`config.mk`:
```
export PLATFORM = sky130hd
export DESIGN_NAME = instr_decode_stage_flat
export DESIGN_NICKNAME = d
export VERILOG_FILES = /design/src/rtl/mips_defs.sv /design/src/rtl/instr_decode_stage_if.sv /design/src/rtl/instr_decode_stage_skid_buffer.sv /design/src/rtl/instr_decode_stage.sv /design/src/flat_wrapper.sv
export SDC_FILE = /design/constraint.sdc
export NUM_CORES = 1
export LEC_CHECK = 0
export ABC_AREA = 1
export BUFFER_PORTS_ARGS = -buffer_cell sky130_fd_sc_hd__clkbuf_2
export CAP_MARGIN = 20
export CORE_MARGIN = 8
export CORE_UTILIZATION = 56
export CTS_CLUSTER_DIAMETER = 50
export CTS_CLUSTER_SIZE = 40
export DETAILED_ROUTE_END_ITERATION = 16
export PLACE_DENSITY = 0.85
export RECOVER_POWER = 100
export SYNTH_ARGS = -nofsm -noshare
export SYNTH_HDL_FRONTEND = slang
export SYNTH_SLANG_ARGS = --single-unit
```
`constraint.sdc`:
```
create_clock -name clk -period 8.9 [get_ports clk]
set_input_delay 0.89 -clock clk [delete_from_list [all_inputs] [get_ports clk]]
set_output_delay 0.89 -clock clk [all_outputs]
set_load 0.005 [all_outputs]
```
`src/rtl/mips_defs.sv`:
```
// Shared MIPS decode definitions: opcodes, field positions and format classes.
package mips_defs;

  localparam logic [5:0] OPC_RTYPE = 6'h00;
  localparam logic [5:0] OPC_J     = 6'h02;
  localparam logic [5:0] OPC_JAL   = 6'h03;

  localparam int OPC_LSB   = 26;
  localparam int RS_LSB    = 21;
  localparam int RT_LSB    = 16;
  localparam int RD_LSB    = 11;
  localparam int SHAMT_LSB = 6;
  localparam int FUNCT_LSB = 0;

  typedef enum logic [1:0] {
    FMT_NONE = 2'd0,
    FMT_R    = 2'd1,
    FMT_I    = 2'd2,
    FMT_J    = 2'd3
  } fmt_e;

  function automatic fmt_e opc_fmt(input logic [5:0] opc);
    case (opc)
      OPC_RTYPE:      return FMT_R;
      OPC_J, OPC_JAL: return FMT_J;
      default:        return FMT_I;
    endcase
  endfunction

endpackage

```
`src/rtl/instr_decode_stage_if.sv`:
```
// Fetch-side handshake, flush and decoded-field bundle for the decode stage.
interface instr_decode_stage_if #(
  parameter int PC_W = 32
);
  logic            flush;
  logic            in_valid;
  logic            in_ready;
  logic [31:0]     in_instr;
  logic [PC_W-1:0] in_pc;
  logic            out_valid;
  logic            out_ready;
  logic [5:0]      out_opcode;
  logic [4:0]      out_rs;
  logic [4:0]      out_rt;
  logic [4:0]      out_rd;
  logic [4:0]      out_shamt;
  logic [5:0]      out_funct;
  logic [15:0]     out_imm16;
  logic [25:0]     out_jaddr;
  logic [PC_W-1:0] out_pc_plus4;
  logic [4:0]      out_dest;
  logic            out_is_r;
  logic            out_is_i;
  logic            out_is_j;

  modport master (
    output flush, in_valid, in_instr, in_pc, out_ready,
    input  in_ready, out_valid, out_opcode, out_rs, out_rt, out_rd, out_shamt,
           out_funct, out_imm16, out_jaddr, out_pc_plus4, out_dest,
           out_is_r, out_is_i, out_is_j
  );

  modport slave (
    input  flush, in_valid, in_instr, in_pc, out_ready,
    output in_ready, out_valid, out_opcode, out_rs, out_rt, out_rd, out_shamt,
           out_funct, out_imm16, out_jaddr, out_pc_plus4, out_dest,
           out_is_r, out_is_i, out_is_j
  );
endinterface

```
`src/rtl/instr_decode_stage_skid_buffer.sv`:
```
// Two-entry valid/ready register: main entry drives the output, skid entry
// absorbs the word accepted during the cycle the output stalls.
module skid_buffer #(
  parameter int WIDTH = 64
) (
  input  logic             clk,
  input  logic             rst,
  input  logic             flush_i,
  input  logic             in_valid_i,
  output logic             in_ready_o,
  input  logic [WIDTH-1:0] in_data_i,
  output logic             out_valid_o,
  input  logic             out_ready_i,
  output logic [WIDTH-1:0] out_data_o
);
  logic             main_v_q, main_v_d;
  logic             skid_v_q, skid_v_d;
  logic [WIDTH-1:0] main_q, main_d;
  logic [WIDTH-1:0] skid_q, skid_d;
  logic             in_fire;
  logic             main_free;

  assign in_ready_o  = ~skid_v_q;
  assign out_valid_o = main_v_q;
  assign out_data_o  = main_q;
  assign in_fire     = in_valid_i & ~skid_v_q;
  assign main_free   = ~main_v_q | out_ready_i;

  // The skid entry is only ever full while main is full, so refilling main
  // from skid never competes with an incoming word (in_ready is low then).
  always_comb begin
    main_v_d = main_v_q;
    skid_v_d = skid_v_q;
    main_d   = main_q;
    skid_d   = skid_q;
    if (flush_i) begin
      main_v_d = 1'b0;
      skid_v_d = 1'b0;
    end else if (main_free) begin
      if (skid_v_q) begin
        main_d   = skid_q;
        main_v_d = 1'b1;
        skid_v_d = 1'b0;
      end else begin
        main_v_d = in_fire;
        if (in_fire) main_d = in_data_i;
      end
    end else if (in_fire) begin
      skid_d   = in_data_i;
      skid_v_d = 1'b1;
    end
  end

  always_ff @(posedge clk or posedge rst) begin
    if (rst) begin
      main_v_q <= 1'b0;
      skid_v_q <= 1'b0;
    end else begin
      main_v_q <= main_v_d;
      skid_v_q <= skid_v_d;
    end
  end

  // Payload is qualified by the valid flags, so it carries no reset.
  always_ff @(posedge clk) begin
    main_q <= main_d;
    skid_q <= skid_d;
  end

endmodule

```
`src/rtl/instr_decode_stage.sv`:
```
// Fetch-to-decode stage: buffers {instr, pc} in a skid buffer and splits the
// MIPS fields of the head entry; all fields read zero while no word is held.
module instr_decode_stage
  import mips_defs::*;
#(
  parameter int PC_W    = 32,
  parameter int JAL_REG = 31
) (
  input  logic                 clk,
  input  logic                 reset,
  instr_decode_stage_if.slave  bus
);
  logic               head_v;
  logic [31+PC_W:0]   head_data;
  logic [31:0]        ir;
  logic [PC_W-1:0]    pc;
  fmt_e               fmt;

  skid_buffer #(.WIDTH(32 + PC_W)) u_skid (
    .clk         (clk),
    .rst         (reset),
    .flush_i     (bus.flush),
    .in_valid_i  (bus.in_valid),
    .in_ready_o  (bus.in_ready),
    .in_data_i   ({bus.in_instr, bus.in_pc}),
    .out_valid_o (head_v),
    .out_ready_i (bus.out_ready),
    .out_data_o  (head_data)
  );

  assign ir  = head_data[PC_W +: 32];
  assign pc  = head_data[PC_W-1:0];
  assign fmt = head_v ? opc_fmt(ir[OPC_LSB +: 6]) : FMT_NONE;

  always_comb begin
    bus.out_valid    = head_v;
    bus.out_opcode   = '0;
    bus.out_rs       = '0;
    bus.out_rt       = '0;
    bus.out_rd       = '0;
    bus.out_shamt    = '0;
    bus.out_funct    = '0;
    bus.out_imm16    = '0;
    bus.out_jaddr    = '0;
    bus.out_pc_plus4 = '0;
    bus.out_dest     = '0;
    bus.out_is_r     = (fmt == FMT_R);
    bus.out_is_i     = (fmt == FMT_I);
    bus.out_is_j     = (fmt == FMT_J);
    if (head_v) begin
      bus.out_opcode   = ir[OPC_LSB +: 6];
      bus.out_rs       = ir[RS_LSB +: 5];
      bus.out_rt       = ir[RT_LSB +: 5];
      bus.out_rd       = ir[RD_LSB +: 5];
      bus.out_shamt    = ir[SHAMT_LSB +: 5];
      bus.out_funct    = ir[FUNCT_LSB +: 6];
      bus.out_imm16    = ir[15:0];
      bus.out_jaddr    = ir[25:0];
      bus.out_pc_plus4 = pc + PC_W'(4);
      case (fmt)
        FMT_R:   bus.out_dest = ir[RD_LSB +: 5];
        FMT_I:   bus.out_dest = ir[RT_LSB +: 5];
        FMT_J:   bus.out_dest = (ir[OPC_LSB +: 6] == OPC_JAL) ? 5'(JAL_REG) : 5'd0;
        default: bus.out_dest = '0;
      endcase
    end
  end

endmodule

```
`src/flat_wrapper.sv`:
```
// flat-port wrapper written by rule: the top's interface ports become plain ports
module instr_decode_stage_flat import mips_defs::*;
#(
  parameter int PC_W    = 32,
  parameter int JAL_REG = 31
)
  (clk, reset, bus_flush, bus_in_valid, bus_in_instr, bus_in_pc, bus_out_ready, bus_in_ready, bus_out_valid, bus_out_opcode, bus_out_rs, bus_out_rt, bus_out_rd, bus_out_shamt, bus_out_funct, bus_out_imm16, bus_out_jaddr, bus_out_pc_plus4, bus_out_dest, bus_out_is_r, bus_out_is_i, bus_out_is_j);
  instr_decode_stage_if #(.PC_W(PC_W)) bus_i ();
  input  logic clk;
  input  logic reset;
  input wire logic [$bits(bus_i.flush)-1:0] bus_flush;
  input wire logic [$bits(bus_i.in_valid)-1:0] bus_in_valid;
  input wire logic [$bits(bus_i.in_instr)-1:0] bus_in_instr;
  input wire logic [$bits(bus_i.in_pc)-1:0] bus_in_pc;
  input wire logic [$bits(bus_i.out_ready)-1:0] bus_out_ready;
  output wire logic [$bits(bus_i.in_ready)-1:0] bus_in_ready;
  output wire logic [$bits(bus_i.out_valid)-1:0] bus_out_valid;
  output wire logic [$bits(bus_i.out_opcode)-1:0] bus_out_opcode;
  output wire logic [$bits(bus_i.out_rs)-1:0] bus_out_rs;
  output wire logic [$bits(bus_i.out_rt)-1:0] bus_out_rt;
  output wire logic [$bits(bus_i.out_rd)-1:0] bus_out_rd;
  output wire logic [$bits(bus_i.out_shamt)-1:0] bus_out_shamt;
  output wire logic [$bits(bus_i.out_funct)-1:0] bus_out_funct;
  output wire logic [$bits(bus_i.out_imm16)-1:0] bus_out_imm16;
  output wire logic [$bits(bus_i.out_jaddr)-1:0] bus_out_jaddr;
  output wire logic [$bits(bus_i.out_pc_plus4)-1:0] bus_out_pc_plus4;
  output wire logic [$bits(bus_i.out_dest)-1:0] bus_out_dest;
  output wire logic [$bits(bus_i.out_is_r)-1:0] bus_out_is_r;
  output wire logic [$bits(bus_i.out_is_i)-1:0] bus_out_is_i;
  output wire logic [$bits(bus_i.out_is_j)-1:0] bus_out_is_j;
  assign bus_i.flush = bus_flush;
  assign bus_i.in_valid = bus_in_valid;
  assign bus_i.in_instr = bus_in_instr;
  assign bus_i.in_pc = bus_in_pc;
  assign bus_i.out_ready = bus_out_ready;
  assign bus_in_ready = bus_i.in_ready;
  assign bus_out_valid = bus_i.out_valid;
  assign bus_out_opcode = bus_i.out_opcode;
  assign bus_out_rs = bus_i.out_rs;
  assign bus_out_rt = bus_i.out_rt;
  assign bus_out_rd = bus_i.out_rd;
  assign bus_out_shamt = bus_i.out_shamt;
  assign bus_out_funct = bus_i.out_funct;
  assign bus_out_imm16 = bus_i.out_imm16;
  assign bus_out_jaddr = bus_i.out_jaddr;
  assign bus_out_pc_plus4 = bus_i.out_pc_plus4;
  assign bus_out_dest = bus_i.out_dest;
  assign bus_out_is_r = bus_i.out_is_r;
  assign bus_out_is_i = bus_i.out_is_i;
  assign bus_out_is_j = bus_i.out_is_j;
  instr_decode_stage #(.PC_W(PC_W), .JAL_REG(JAL_REG)) u_core (.clk(clk), .reset(reset), .bus(bus_i));
endmodule
```
==> results of run 1 <==
## registers in the layout, indices dropped and copies added (netlist names)
name                       count
u_core.u_skid.skid_v_q         1
u_core.u_skid.out_valid_o      1
u_core.u_skid.out_data_o      64
u_core.u_skid.skid_q          64
## cell type report
cell class | instances | area, um2 | area share
Multi-Input combinational cell | 457 | 1877 | 0.2487
Clock buffer | 18 | 429.2 | 0.05686
Clock inverter | 13 | 138.9 | 0.01840
Timing Repair Buffer | 189 | 789.5 | 0.1046
Inverter | 64 | 240.2 | 0.03183
Tap cell | 143 | 178.9 | 0.02371
Sequential cell | 130 | 3894 | 0.5159
## synth_stat cells, drive strengths merged
library cell / number / area (um2)
nand2: 330 / 1254
a31oi: 1 / 6.260
nand3: 16 / 80.08
o211ai: 5 / 37.54
buf: 53 / 361.6
o21a: 1 / 7.510
ha: 1 / 12.51
nor2: 80 / 372.9
a21oi: 7 / 35.03
xnor2: 3 / 26.28
clkinv: 1 / 3.750
nand4: 2 / 12.51
o21ai: 3 / 15.01
edfxtp: 128 / 3844
clkbuf: 10 / 47.54
nor3: 6 / 30.03
xor2: 2 / 17.52
dfrtp: 2 / 50.05
inv: 63 / 236.5
## worst register-to-register path: stages (launching register included)
cell and delay (ns):
dfrtp_1 0.73, o21ai_0 0.29, nor2_1 1.89, clkbuf_1 1.32
## where the power goes
part / internal (mW) / total [mW] / switching [mW]
Combinational: 0.0426 / 0.125 / 0.0828
Sequential: 0.701 / 0.713 / 0.0122
Clock: 0.410 / 0.659 / 0.249
## final timing paths
path	startpoint	end	slack, ns	cells after the start
setup / recovery	u_core.u_skid.skid_v_q	u_core.u_skid.out_data_o[22]	4.24	3
hold / removal	reset	u_core.u_skid.out_valid_o	0.32	2
setup reg to reg	u_core.u_skid.skid_v_q	u_core.u_skid.out_data_o[22]	4.24	3
hold reg to reg	u_core.u_skid.skid_q[29]	u_core.u_skid.out_data_o[29]	0.51	2
max in group asynchronous	reset	u_core.u_skid.skid_v_q	8.43	2
min in group clk	u_core.u_skid.skid_q[29]	u_core.u_skid.out_data_o[29]	0.51	2
## cells in the final DEF, fill, tap and decap left out, types with 2 or more instances in the layout
cell type     n
a21oi_1       7
bufinv_16     2
clkinv_2      2
buf_1         3
clkinvlp_4    4
clkbuf_2     51
inv_1        62
nor2_1       72
clkinv_1      2
nand4_1       2
nand3_1      16
xor2_1        2
o21ai_0       3
o211ai_1      5
clkbuf_16    17
nand2_2       5
clkinv_4      3
dfrtp_1       2
nor2_2        3
nand2_1     325
edfxtp_1    128
nor2_4        5
xnor2_1       3
nor3_1        6
clkbuf_1    135
## cells by family after synthesis
kind of cell	Yosys count	share of synthesized area
AND/OR/NAND/NOR	434	0.2712
flip-flops	130	0.6037
buffers and inverters	127	0.1007
AO/OA/AOI/OAI	17	0.01571
XOR/XNOR	5	0.006791
adder cells (fa/ha/maj)	1	0.001940
## per-stage QoR
stage | power (mW) | utilization | setup slack (ns)
6_report | 1.497 | 0.6667 | 4.244
5_1_grt | 1.544 | 0.6667 | 3.768
4_1_cts | 1.510 | 0.6844 | 5.391
3_5_place_dp | 0.8579 | 0.6342 | 5.654
3_3_place_gp | 0.8532 | 0.6342 | 5.713
2_1_floorplan | 0.8040 | - | 4.646
## metal layers
metal | vias to the layer above | global-route usage | wire length [um]
li1 | 2508 | - | -
met1 | 2304 | 0.2233 | 6091
met2 | 212 | 0.3488 | 8010
met3 | 26 | 0.06073 | 1191
met4 | 0 | 0.08126 | 338
met5 | - | 0 | 0
==> results_dict.tcl, run 1 <==
set metrics [dict create \
    status "finished, violations left" \
    violations "max-capacitance violations, max-slew violations" \
    crit_chain "o21ai_0, nor2_1, clkbuf_1" \
    clk_path_buf_depth 2 \
    dieArea_um2 15210 \
    clock_latency_ns 0.41 \
    die_h_um 123.3 \
    crit_fanout 33 \
    setup_violations 0 \
    tns_ns 0 \
    max_freq_mhz 214.8 \
    grt_antenna_before_repair 0 \
    finalInstanceArea_um2 7547 \
    worstMarginPinSlew_ns 3.274 \
    max-slew-margin-rel -1.183 \
    rsz0062_at_grt "no" \
    htreeDepth 4 \
    nets 929 \
    cts-resized-gates 0 \
    synth.ff_latch_count 130 \
    grt_pass1_vias 4853 \
    ys_warn_count 0 \
    tritoncts "done" \
    place_area_um2 7179 \
    core.rowCount 39 \
    routed_via_density 4.980 \
    slew_violations 219 \
    grt_pass1_wl_um 23270 \
    final_cells 1014 \
    cts_root_buf "clkbuf_16" \
    initial_utilization 0.5697 \
    dp_hpwl_um 11160 \
    path_class "reg2reg" \
    syn_nets 784 \
    drt-initial-drc-count 436 \
    end_kind "flop" \
    drc 0 \
    die-width_um 123.3 \
    cp_top_family "simple AND/OR/NAND/NOR gates" \
    dpl.cell_count 981 \
    gp_congestion 0.8702 \
    cellPowerDensity_nw_per_um2 198.4 \
    path_clk_slew_ns 0.06 \
    critPathMaxStageDelay_ns 1.89 \
    fillers 953 \
    critPathBufInv 1 \
    p_leak_nw 3.288 \
    drt_pass1_iterations 6 \
    final_layout_size_suffix_gt1_frac 0.1091 \
    cts_sinks 130 \
    diodes 0 \
    hp-class "in2async" \
    synthesis.area_um2 6450 \
    required_ns 8.90 \
    max_cap_viol_count 5 \
    dr_total_vias 5050 \
    routed_wirelength_um 15630 \
    yosysSeqAreaShare 0.6037 \
    area_delta_synth_final_pct 17.01 \
    ir_drop_mv 0.1952 \
    wl_per_cell_um 15.42 \
    hold-worst-slack_ns 0.3238 \
    core_area_um2 11320 \
    post_cts_buffers 0 \
    grt_max_degree 67 \
    cts_hold_buf 0 \
    start_kind "flop" \
    overflow 0 \
    synth_cells 714 \
    arrival_ns 4.65 \
    finClkSkew_ns 0.01235 \
    grtUsageTotal 0.1996 \
    cp_slowest_cell "nor2_1" \
    top_level_ports 185 \
    min_period_ns 4.656 \
    synth.distinct_cells 26 \
    timing.final.crit_share 0.5231 \
    finalHoldViolations 0 \
    avgSynthCellArea_um2 9.034 \
    portBuffers 184 \
    ant_nets 0 \
    cts_buffers 17 \
]
Power figures use the tool's default switching activity.
==> inputs of run 2 (changes only) <==
--- a/config.mk
+++ b/config.mk
@@ -9,11 +9,11 @@
 export BUFFER_PORTS_ARGS = -buffer_cell sky130_fd_sc_hd__clkbuf_2
 export CAP_MARGIN = 20
 export CORE_MARGIN = 8
-export CORE_UTILIZATION = 56
+export CORE_UTILIZATION = 47
 export CTS_CLUSTER_DIAMETER = 50
 export CTS_CLUSTER_SIZE = 40
 export DETAILED_ROUTE_END_ITERATION = 16
-export PLACE_DENSITY = 0.85
+export PLACE_DENSITY = 0.76
 export RECOVER_POWER = 100
 export SYNTH_ARGS = -nofsm -noshare
 export SYNTH_HDL_FRONTEND = slang
==> constraint.sdc (replaced) <==
create_clock -name clk -period 3.9 [get_ports clk]
set_input_delay 0.39 -clock clk [delete_from_list [all_inputs] [get_ports clk]]
set_output_delay 0.39 -clock clk [all_outputs]
set_load 0.005 [all_outputs]
==> run 2 against run 1 <==
  * The flow now finishes without violations
  * Via count is 1.7% lower
  * Routed wire length decreased by 2.5%
  * Combinational power increased by 130%
  * First-iteration DRC count down 26%
  * Core utilization is 10 points lower
  * Critical path type is now reg2out
  * Largest cell class unchanged
==> results_dict.tcl, run 2 (same netlist as run 1, synthesis figures left out) <==
set metrics [dict create \
    status "completed" \
    ir_drop_mv 0.3321 \
    die_h_um 133.1 \
    tritoncts "done" \
    final_core_util 0.5640 \
    start_kind "flop" \
    timing.final.crit_share 0.7540 \
    die-width_um 133.1 \
    nets 932 \
    slew_violations 0 \
    cts_root_buf "clkbuf_16" \
    grt_max_degree 66 \
    arrival_ns 2.55 \
    dieArea_um2 17730 \
    rr_worst_depth 6 \
    routed_wirelength_um 15240 \
    setup.worst_path.start "u_core.u_skid.skid_v_q" \
    rsz0062_at_grt "no" \
    drt_pass1_iterations 5 \
    cts_sinks 130 \
    top_level_ports 185 \
    crit-reg2reg-launch "u_core.u_skid.out_valid_o" \
    finalHoldViolations 0 \
    path_clk_slew_ns 0.06 \
    diodes 0 \
    drc 0 \
    setup_violations 0 \
    pwr-share-clk 0.462 \
    grt_pass1_vias 5050 \
    min_from "bus_out_ready" \
    finClkSkew_ns 0.008227 \
    final_layout_size_suffix_gt1_frac 0.1337 \
    power_switching_share 0.2218 \
    final_cell_mix "325 x nand2_1, 128 x edfxtp_1, 114 x clkbuf_1, 72 x nor2_1, 71 x clkbuf_2" \
    clock_latency_ns 0.41 \
    finalInstanceArea_um2 7707 \
    hp-class "in2reg" \
    p_sw_mw 0.7875 \
    cts_buffers 17 \
    place_ws_ns 1.855 \
    p_total_mw 3.551 \
    end_kind "primary output" \
    max_cap_viol_count 0 \
    clk_path_buf_depth 2 \
    max-slew-margin-rel 0.1214 \
    min_period_ns 2.941 \
    grtUsageTotal 0.1727 \
    max_freq_mhz 340.1 \
    tns_ns 0 \
    core_area_um2 13670 \
    grt_antenna_before_repair 1 \
    initial_utilization 0.4720 \
    final_common_cell "nand2_1" \
    wl_per_cell_um 14.45 \
    dr_total_vias 4966 \
    path_class "reg2out" \
    grt_pass1_wl_um 24390 \
    htreeDepth 4 \
    required_ns 3.51 \
    p_seq_frac 0.457 \
    overflow 0 \
    routed_via_density 4.707 \
    crit_fanout 65 \
    reg2reg_to "u_core.u_skid.skid_q[3]" \
    portBuffers 184 \
    ant_nets 0 \
    min_to "u_core.u_skid.skid_v_q" \
    dp_hpwl_um 11000 \
    place_area_um2 7268 \
    hold_depth 2 \
    core.rowCount 43 \
    drt-initial-drc-count 323 \
    combPwrFrac 0.082 \
    p_leak_nw 3.389 \
    gp_congestion 0.8530 \
    p_int_mw 2.763 \
    fin_ws_ns 0.9593 \
    cellPowerDensity_nw_per_um2 460.7 \
    worstMarginPinSlew_ns 1.318 \
    area_delta_synth_final_pct 19.50 \
    rrSetupSlack_ns 1.18 \
]
run 2: changes by cell type in the layout (fill, tap and decap cells not counted), moves of 2 or more:
| cell | previous run | this run |
|---|---|---|
| clkbuf_1 | 135 | 114 |
| clkbuf_2 | 51 | 71 |
| buf_4 | 0 | 3 |
| clkinv_1 | 2 | 5 |
| nor2_2 | 3 | 1 |
| nor2_4 | 5 | 7 |
| clkinv_2 | 2 | 0 |
| bufinv_16 | 2 | 4 |
run 2: what timing repair did:
action                                 CTS  global route
setup endpoints to repair                0             0
endpoints found under the hold margin    2             0
buffers inserted                         0             0
hold buffers                             1             0
gates resized for setup                  0             0
run 2: metrics by stage:
stage / hold slack (ns) / instances
2_1_floorplan: 0.1312 / 714
3_3_place_gp: 0.2400 / 1022
3_5_place_dp: 0.2338 / 1022
4_1_cts: 0.1312 / 1055
5_1_grt: 0.1364 / 1055
6_report: 0.1532 / 1055
run 2: routing by layer:
metal,global-route usage,part of all wire
met1,0.1977,0.42
met2,0.2899,0.49
met3,0.06137,0.074
met4,0.06800,0.015
met5,0,0.00052
run 2: how the worst max path moves through the flow:
stage                                        endpoint  slack [ns]  cells after the start
final                                    bus_in_ready        0.96                      4
after detailed placement                 bus_in_ready        1.85                      4
after global placement                   bus_in_ready        1.87                      4
after CTS                                bus_in_ready        1.40                      4
after global routing                     bus_in_ready        0.69                      4
after floorplan           u_core.u_skid.out_data_o[0]        0.01                      4
run 2: cell type report:
type                    count  area [um2]
fillers                  1321        5958
flip-flops and latches    130        3895
well taps                 180       225.2
clock buffers              18       429.2
inverters                  64       240.2
multi-input cells         457        1887
repair buffers            192       843.3
clock inverters            14       187.7
run 2: worst max-delay path: stages, from the launching register on:
cell and delay, ns:
dfrtp_2 0.39, clkbuf_2 0.73, inv_1 0.25, buf_4 0.58, clkbuf_1 0.18
run 2: power by group through the flow:
stage	logic (mW)	registers, mW	clock network, mW
after global routing	0.330	1.63	1.72
final	0.291	1.62	1.64
after floorplan	0.189	1.65	0
after global placement	0.306	1.65	0
after CTS	0.314	1.62	1.66
after detailed placement	0.311	1.65	0
